**src/rtl/fd_decode_if.sv**
```systemverilog
// fd_decode_if: bundle between fetch, the FD latch and the DX latch.
// master drives fetch/execute feedback; slave is the decode stage.
interface fd_decode_if;
  logic [31:0] instr_in;
  logic [31:0] pc_in;
  logic        flush;
  logic        md_busy;
  logic [4:0]  dx_opcode;
  logic [4:0]  dx_rd;
  logic [4:0]  op;
  logic [4:0]  alu;
  logic [4:0]  sh;
  logic [4:0]  rd_addr;
  logic [16:0] imdt;
  logic [26:0] t;
  logic [31:0] pc;
  logic [4:0]  rd_regA;
  logic [4:0]  rd_regB;
  logic        stall;
  logic        dx_bubble;
  logic [15:0] stall_count;

  modport master (
    output instr_in, pc_in, flush, md_busy,
    output dx_opcode, dx_rd,
    input  op, alu, sh, rd_addr, imdt, t, pc,
    input  rd_regA, rd_regB,
    input  stall, dx_bubble, stall_count
  );

  modport slave (
    input  instr_in, pc_in, flush, md_busy,
    input  dx_opcode, dx_rd,
    output op, alu, sh, rd_addr, imdt, t, pc,
    output rd_regA, rd_regB,
    output stall, dx_bubble, stall_count
  );
endinterface

```
**src/rtl/fd_decode.sv**
```systemverilog
// fd_decode: FD latch, field decode, read-port select and stall control.
// Load-use interlock is enabled by defining FD_LOADUSE_INTERLOCK_EN.
module fd_decode (
  input  logic       clock,
  input  logic       FD_resetn,
  fd_decode_if.slave bus
);
  localparam logic [4:0] OP_R    = 5'b00000;
  localparam logic [4:0] OP_BNE  = 5'b00010;
  localparam logic [4:0] OP_JR   = 5'b00100;
  localparam logic [4:0] OP_ADDI = 5'b00101;
  localparam logic [4:0] OP_BLT  = 5'b00110;
  localparam logic [4:0] OP_SW   = 5'b00111;
  localparam logic [4:0] OP_LW   = 5'b01000;
  localparam logic [4:0] OP_BEX  = 5'b10110;

  logic [31:0] instr_q;
  logic [31:0] pc_q;
  logic [15:0] count_q;
  logic [4:0]  op;
  logic [4:0]  alu;
  logic [4:0]  ra;
  logic [4:0]  rb;
  logic        hazard;
  logic        stall;

  logic is_r, is_bne, is_jr, is_addi;
  logic is_blt, is_sw, is_lw, is_bex;

  always_ff @(posedge clock or negedge FD_resetn) begin
    if (!FD_resetn) begin
      instr_q <= '0;
      pc_q    <= '0;
    end else if (bus.flush) begin
      instr_q <= '0;
      pc_q    <= '0;
    end else if (!stall) begin
      instr_q <= bus.instr_in;
      pc_q    <= bus.pc_in;
    end
  end

  always_ff @(posedge clock or negedge FD_resetn) begin
    if (!FD_resetn) begin
      count_q <= '0;
    end else if (stall && !bus.flush
                 && count_q != 16'hFFFF) begin
      count_q <= count_q + 16'd1;
    end
  end

  assign op      = instr_q[31:27];
  assign is_r    = op == OP_R;
  assign is_bne  = op == OP_BNE;
  assign is_jr   = op == OP_JR;
  assign is_addi = op == OP_ADDI;
  assign is_blt  = op == OP_BLT;
  assign is_sw   = op == OP_SW;
  assign is_lw   = op == OP_LW;
  assign is_bex  = op == OP_BEX;

  // branches compare by subtracting, so they borrow the sub alu code
  always_comb begin
    alu = '0;
    unique case (1'b1)
      is_r:           alu = instr_q[6:2];
      is_bne, is_blt: alu = 5'd1;
      default:        alu = '0;
    endcase
  end

  always_comb begin
    ra = '0;
    unique case (1'b1)
      is_r, is_addi, is_sw,
      is_lw, is_bne, is_blt: ra = instr_q[21:17];
      default:               ra = '0;
    endcase
  end

  always_comb begin
    rb = '0;
    unique case (1'b1)
      is_r:                  rb = instr_q[16:12];
      is_sw, is_bne,
      is_blt, is_jr:         rb = instr_q[26:22];
      is_bex:                rb = 5'd30;
      default:               rb = '0;
    endcase
  end

`ifdef FD_LOADUSE_INTERLOCK_EN
  // r0 reads map to address 0, which never matches a nonzero dx_rd
  assign hazard = bus.dx_opcode == OP_LW
                  && bus.dx_rd != 5'd0
                  && ((ra != 5'd0 && ra == bus.dx_rd)
                   || (rb != 5'd0 && rb == bus.dx_rd));
`else
  logic unused_dx;
  assign unused_dx = ^{bus.dx_opcode, bus.dx_rd};
  assign hazard    = 1'b0;
`endif

  assign stall = bus.md_busy | hazard;

  assign bus.op          = op;
  assign bus.alu         = alu;
  assign bus.sh          = instr_q[11:7];
  assign bus.rd_addr     = instr_q[26:22];
  assign bus.imdt        = instr_q[16:0];
  assign bus.t           = instr_q[26:0];
  assign bus.pc          = pc_q;
  assign bus.rd_regA     = ra;
  assign bus.rd_regB     = rb;
  assign bus.stall       = stall;
  assign bus.dx_bubble   = bus.flush | stall;
  assign bus.stall_count = count_q;
endmodule
```
**src/flat_wrapper.sv**
```systemverilog
// flat-port wrapper written by rule: the top's interface ports become plain ports
module fd_decode_flat 
  (clock, FD_resetn, bus_instr_in, bus_pc_in, bus_flush, bus_md_busy, bus_dx_opcode, bus_dx_rd, bus_op, bus_alu, bus_sh, bus_rd_addr, bus_imdt, bus_t, bus_pc, bus_rd_regA, bus_rd_regB, bus_stall, bus_dx_bubble, bus_stall_count);
  fd_decode_if bus_i ();
  input  logic clock;
  input  logic FD_resetn;
  input wire logic [$bits(bus_i.instr_in)-1:0] bus_instr_in;
  input wire logic [$bits(bus_i.pc_in)-1:0] bus_pc_in;
  input wire logic [$bits(bus_i.flush)-1:0] bus_flush;
  input wire logic [$bits(bus_i.md_busy)-1:0] bus_md_busy;
  input wire logic [$bits(bus_i.dx_opcode)-1:0] bus_dx_opcode;
  input wire logic [$bits(bus_i.dx_rd)-1:0] bus_dx_rd;
  output wire logic [$bits(bus_i.op)-1:0] bus_op;
  output wire logic [$bits(bus_i.alu)-1:0] bus_alu;
  output wire logic [$bits(bus_i.sh)-1:0] bus_sh;
  output wire logic [$bits(bus_i.rd_addr)-1:0] bus_rd_addr;
  output wire logic [$bits(bus_i.imdt)-1:0] bus_imdt;
  output wire logic [$bits(bus_i.t)-1:0] bus_t;
  output wire logic [$bits(bus_i.pc)-1:0] bus_pc;
  output wire logic [$bits(bus_i.rd_regA)-1:0] bus_rd_regA;
  output wire logic [$bits(bus_i.rd_regB)-1:0] bus_rd_regB;
  output wire logic [$bits(bus_i.stall)-1:0] bus_stall;
  output wire logic [$bits(bus_i.dx_bubble)-1:0] bus_dx_bubble;
  output wire logic [$bits(bus_i.stall_count)-1:0] bus_stall_count;
  assign bus_i.instr_in = bus_instr_in;
  assign bus_i.pc_in = bus_pc_in;
  assign bus_i.flush = bus_flush;
  assign bus_i.md_busy = bus_md_busy;
  assign bus_i.dx_opcode = bus_dx_opcode;
  assign bus_i.dx_rd = bus_dx_rd;
  assign bus_op = bus_i.op;
  assign bus_alu = bus_i.alu;
  assign bus_sh = bus_i.sh;
  assign bus_rd_addr = bus_i.rd_addr;
  assign bus_imdt = bus_i.imdt;
  assign bus_t = bus_i.t;
  assign bus_pc = bus_i.pc;
  assign bus_rd_regA = bus_i.rd_regA;
  assign bus_rd_regB = bus_i.rd_regB;
  assign bus_stall = bus_i.stall;
  assign bus_dx_bubble = bus_i.dx_bubble;
  assign bus_stall_count = bus_i.stall_count;
  fd_decode u_core (.clock(clock), .FD_resetn(FD_resetn), .bus(bus_i));
endmodule
```
**config.mk**
```make
export PLATFORM = sky130hd
export DESIGN_NAME = fd_decode_flat
export DESIGN_NICKNAME = d
export VERILOG_FILES = /design/src/rtl/fd_decode_if.sv /design/src/rtl/fd_decode.sv /design/src/flat_wrapper.sv
export SDC_FILE = /design/constraint.sdc
export NUM_CORES = 1
export LEC_CHECK = 0
export CAP_MARGIN = 20
export CORE_ASPECT_RATIO = 0.8
export CORE_MARGIN = 2
export CORE_UTILIZATION = 39
export DETAILED_ROUTE_END_ITERATION = 8
export GPL_TIMING_DRIVEN = 1
export PLACE_DENSITY = 0.86
export SLEW_MARGIN = 40
export SYNTH_ARGS = -nofsm -noshare
export SYNTH_HDL_FRONTEND = slang
export SYNTH_SLANG_ARGS = --single-unit
```
**constraint.sdc**
```tcl
create_clock -name clock -period 2.2 [get_ports clock]
set_input_delay 0.55 -clock clock [delete_from_list [all_inputs] [get_ports clock]]
set_output_delay 0.55 -clock clock [all_outputs]
set_load 0.01 [all_outputs]
```
==> metrics.md <==
| Metric | Value |
|---|---|
| Status | finished, violations left |
| Failing checks | design-rule violations, negative setup slack |
| Detailed Place HPWL | 7437 um |
| Setup repair after global routing missed its margin | true |
| Critical Path Source Type | flip-flop |
| DIE WIDTH | 113.2 um |
| Category of the worst setup path capture point | primary output |
| MaxCap Viol Count | 0 |
| Critical path cell sequence | or4_4 > nor2_4 > buf_6 > a22o_1 > buf_2 |
| Number of buffers inserted for hold repair after clock tree synthesis | 0 |
| Cell with the largest stage delay on the worst path | or4_4 |
| Slowest Stage Delay on Critical Path | 0.55 ns |
| Flip-flop and latch count after synthesis | 80 |
| Crit-path max FO | 9 |
| Headroom to the max-slew limit | 51.24% |
| Warning count from the yosys run | 0 |
| Leakage | 2.800 nW |
| Setup Viol. Count Final | 14 |
| Number of I/O port buffers | 191 |
| Starting utilization of the core area | 40.61% |
| Clk Latency, worst-skew pair | 0.33 ns |
| Slew @ Worst Pin | 0.7314 ns |
| Area Overhead vs Synth | 58.70% |
| Final hold viol count | 0 |
| Floorplan row count | 31 |
| Via count of the first global-routing pass | 3224 |
| Number of placed instances, taps included | 615 |
| Buffers inserted by post-CTS timing repair | 0 |
| Compound-cell area share of the yosys netlist | 3.366% |
| Total vias in the final route | 3074 |
| Worst clock skew on the final layout | 0.002579 ns |
| Antenna Violating Nets Remaining | 0 |
| Combined flip-flop and latch cell area | 2002 um2 |
| Crit path required time | 1.65 ns |
| Critical Setup Path Class | reg2out |
| Global router's overall resource usage | 20.07% |
| Overall power | 3.979 mW |
| Filler-free cell count of the finished design | 631 |
| CP arrival | 1.77 ns |
| Pin count of the biggest net entering global routing | 45 |
| Wire length of the first global-routing pass | 16400 um |
| Min-delay worst type | in2async |
| Clk root buf | clkbuf_16 |
| # DRC | 15 |
| Die Span Y | 91.32 um |
| H-tree Lvls | 3 |
| Worst hold slack | 0.02208 ns |
| Upper clock frequency limit | 430.9 MHz |
| Launching instance or port of the critical path | u_core.instr_q[31]$_DFFE_PN0N_ |
| Number of CTS-inserted buffers | 9 |
| CORE AREA | 9154 um2 |
| Total area of multi-input combinational cells | 1448 um2 |
| Kind of cell adding the most delay to the critical path | simple AND/OR/NAND/NOR gates |
| Nets | 590 |
| Ys async rst share | 100.0% |
| Count of buffer and inverter cells on the critical path | 2 |
| Total number of clock tree sinks | 80 |
| Share of the yosys chip area belonging to registers | 53.85% |
| Per-cell via count in the routed design | 4.872 |
| Number of distinct standard cells referenced by the synthesized netlist | 34 |
| Combinational family with the most area after synthesis | multiplexers |
| Smallest setup slack after layout | -0.1205 ns |
| Worst-case clock buffer depth | 2 |
| Shortest period the worst path allows | 2.321 ns |
| Total wirelength of the detailed-routed design | 10100 um |
| Fraction of synthesized area in multiplexers | 17.54% |
| Parity-gate share of the synthesized area counting xor and xnor cells | 3.534% |
| Post-Synth Simple-Gate Area | 13.50% |
| Syn avg cell area | 11.20 um2 |
| Setup slack after placement | -0.1925 ns |
| Net count of the mapped netlist | 411 |
| Worst IR drop on VDD | 0.3933 mV |
| Syn Std Cell Area | 3717 um2 |
| Antenna diode instance count | 0 |
| Cells after Synth | 332 |
| R2R Path Start | u_core.bus.stall_count[0]$_DFFE_PN0P_ |
| Max Transition Viols Final | 0 |
| Pwr Density | 674.5 nW/um2 |
| Final clock period utilization by the worst path | 105.5% |
| TritonCTS clock tree | built |
| Fraction of final layout cells sized beyond drive strength 1 | 12.02% |
| Number of detailed-route iterations in the first pass | 8 |
| Die Outline Area | 10330 um2 |
| Drt initial violations | 79 |
| # fillers | 736 |
| Weighted congestion at the end of routability-driven global placement | 0.7941 |
| I/O Pins | 202 |
| Most used flip-flop cell after synthesis | dfrtp_1 |
| Clock Pin Slew Worst Setup and Hold Paths | 0.06 ns |
| Number of flops mapped to enable cells by yosys | 0 |
| Remaining global-route overflow | 0 |
| Number of antenna violations at the first check in global routing | 0 |
| Post-DR wirelength/cell | 16.01 um |
| Post-Synth Adder-Cell Area | 0.3366% |
## stage by stage
| step | TNS (ns) | instance area (um2) | utilization (%) |
|---|---|---|---|
| 6_report | -1.140 | 5899 | 64.45 |
| 3_5_place_dp | -2.335 | 5644 | 61.66 |
| 3_3_place_gp | -2.162 | 5644 | 61.66 |
| 4_1_cts | -1.028 | 5886 | 64.30 |
| 5_1_grt | -2.089 | 5899 | 64.45 |
| 2_1_floorplan | 0 | 3717 | - |
## worst paths after layout
check                                                    endpoint  slack, ns  cells past startpoint
min reg2reg                u_core.bus.stall_count[15]$_DFFE_PN0P_       0.50                      1
min in group clock         u_core.bus.stall_count[15]$_DFFE_PN0P_       0.50                      1
max                                                bus_rd_regB[0]      -0.12                      5
min                                u_core.instr_q[11]$_DFFE_PN0N_       0.02                      1
max reg2reg                 u_core.bus.stall_count[1]$_DFFE_PN0P_       0.28                      5
max in group asynchronous           u_core.bus.pc[14]$_DFFE_PN0N_       1.55                      2
## repair_timing
action,in CTS,in global routing
cloned,0,0
resized for setup,66,3
pin swaps,2,0
endpoints found under the setup margin,15,14
## cell usage in the layout (no fill, tap or decap), drive strengths merged, types with 3 or more instances in the layout
cell,n
clkdlybuf4s50,173
dfrtp,80
nor2,72
mux2i,64
buf,37
xor2,13
clkbuf,11
and2,9
nand2,8
a221o,5
nand4,5
nor3,5
clkinv,5
nand3,4
inv,3
nor4,3
## per-layer routing
metal,up-vias,track usage (%),wire [um]
met1,1490,24.01,4115
met4,0,5.285,110
met5,-,0,0
met3,10,6.008,785
li1,1457,-,-
met2,117,35.23,5088
## logic make-up after synthesis
kind of cell    count (synthesis)
simple gates                  112
flops                          80
mux                            65
buf+inv                        46
xor+xnor                       15
compound gates                 13
fa+ha+maj                       1
## sequential cells by signal, summed over array words and instances, names as in the netlist
| name | cells |
|---|---|
| u_core.instr_q | 32 |
| u_core.bus.pc | 32 |
| u_core.bus.stall_count | 16 |
## report_power, final
group | internal (mW) | switching (mW) | leakage, nW
Combinational | 0.530 | 0.365 | 1.60
Sequential | 1.59 | 0.131 | 1.06
Clock | 0.792 | 0.572 | 0.139
## cell type report
class | instances | area share, %
Clock buffer | 11 | 4.115
Clock inverter | 5 | 0.5514
Inverter | 3 | 0.1909
Multi-Input combinational cell | 206 | 24.54
Sequential cell | 80 | 33.93
Tap cell | 115 | 2.439
Timing Repair Buffer | 211 | 34.23
## cells in the mapped netlist (3+ instances only)
library cell | number | share of area [%]
nand3_1 | 4 | 0.54
dfrtp_1 | 80 | 54
and2_1 | 9 | 1.5
nand4_1 | 4 | 0.67
inv_1 | 3 | 0.30
clkbuf_1 | 6 | 0.61
mux2i_1 | 64 | 17
nor4_1 | 3 | 0.50
nor2_1 | 71 | 7.2
nand2_1 | 8 | 0.81
buf_4 | 28 | 5.7
nor3_1 | 5 | 0.67
buf_2 | 6 | 0.81
a221o_1 | 5 | 1.3
xor2_1 | 13 | 3.1
(Power assumes the default switching activity.)
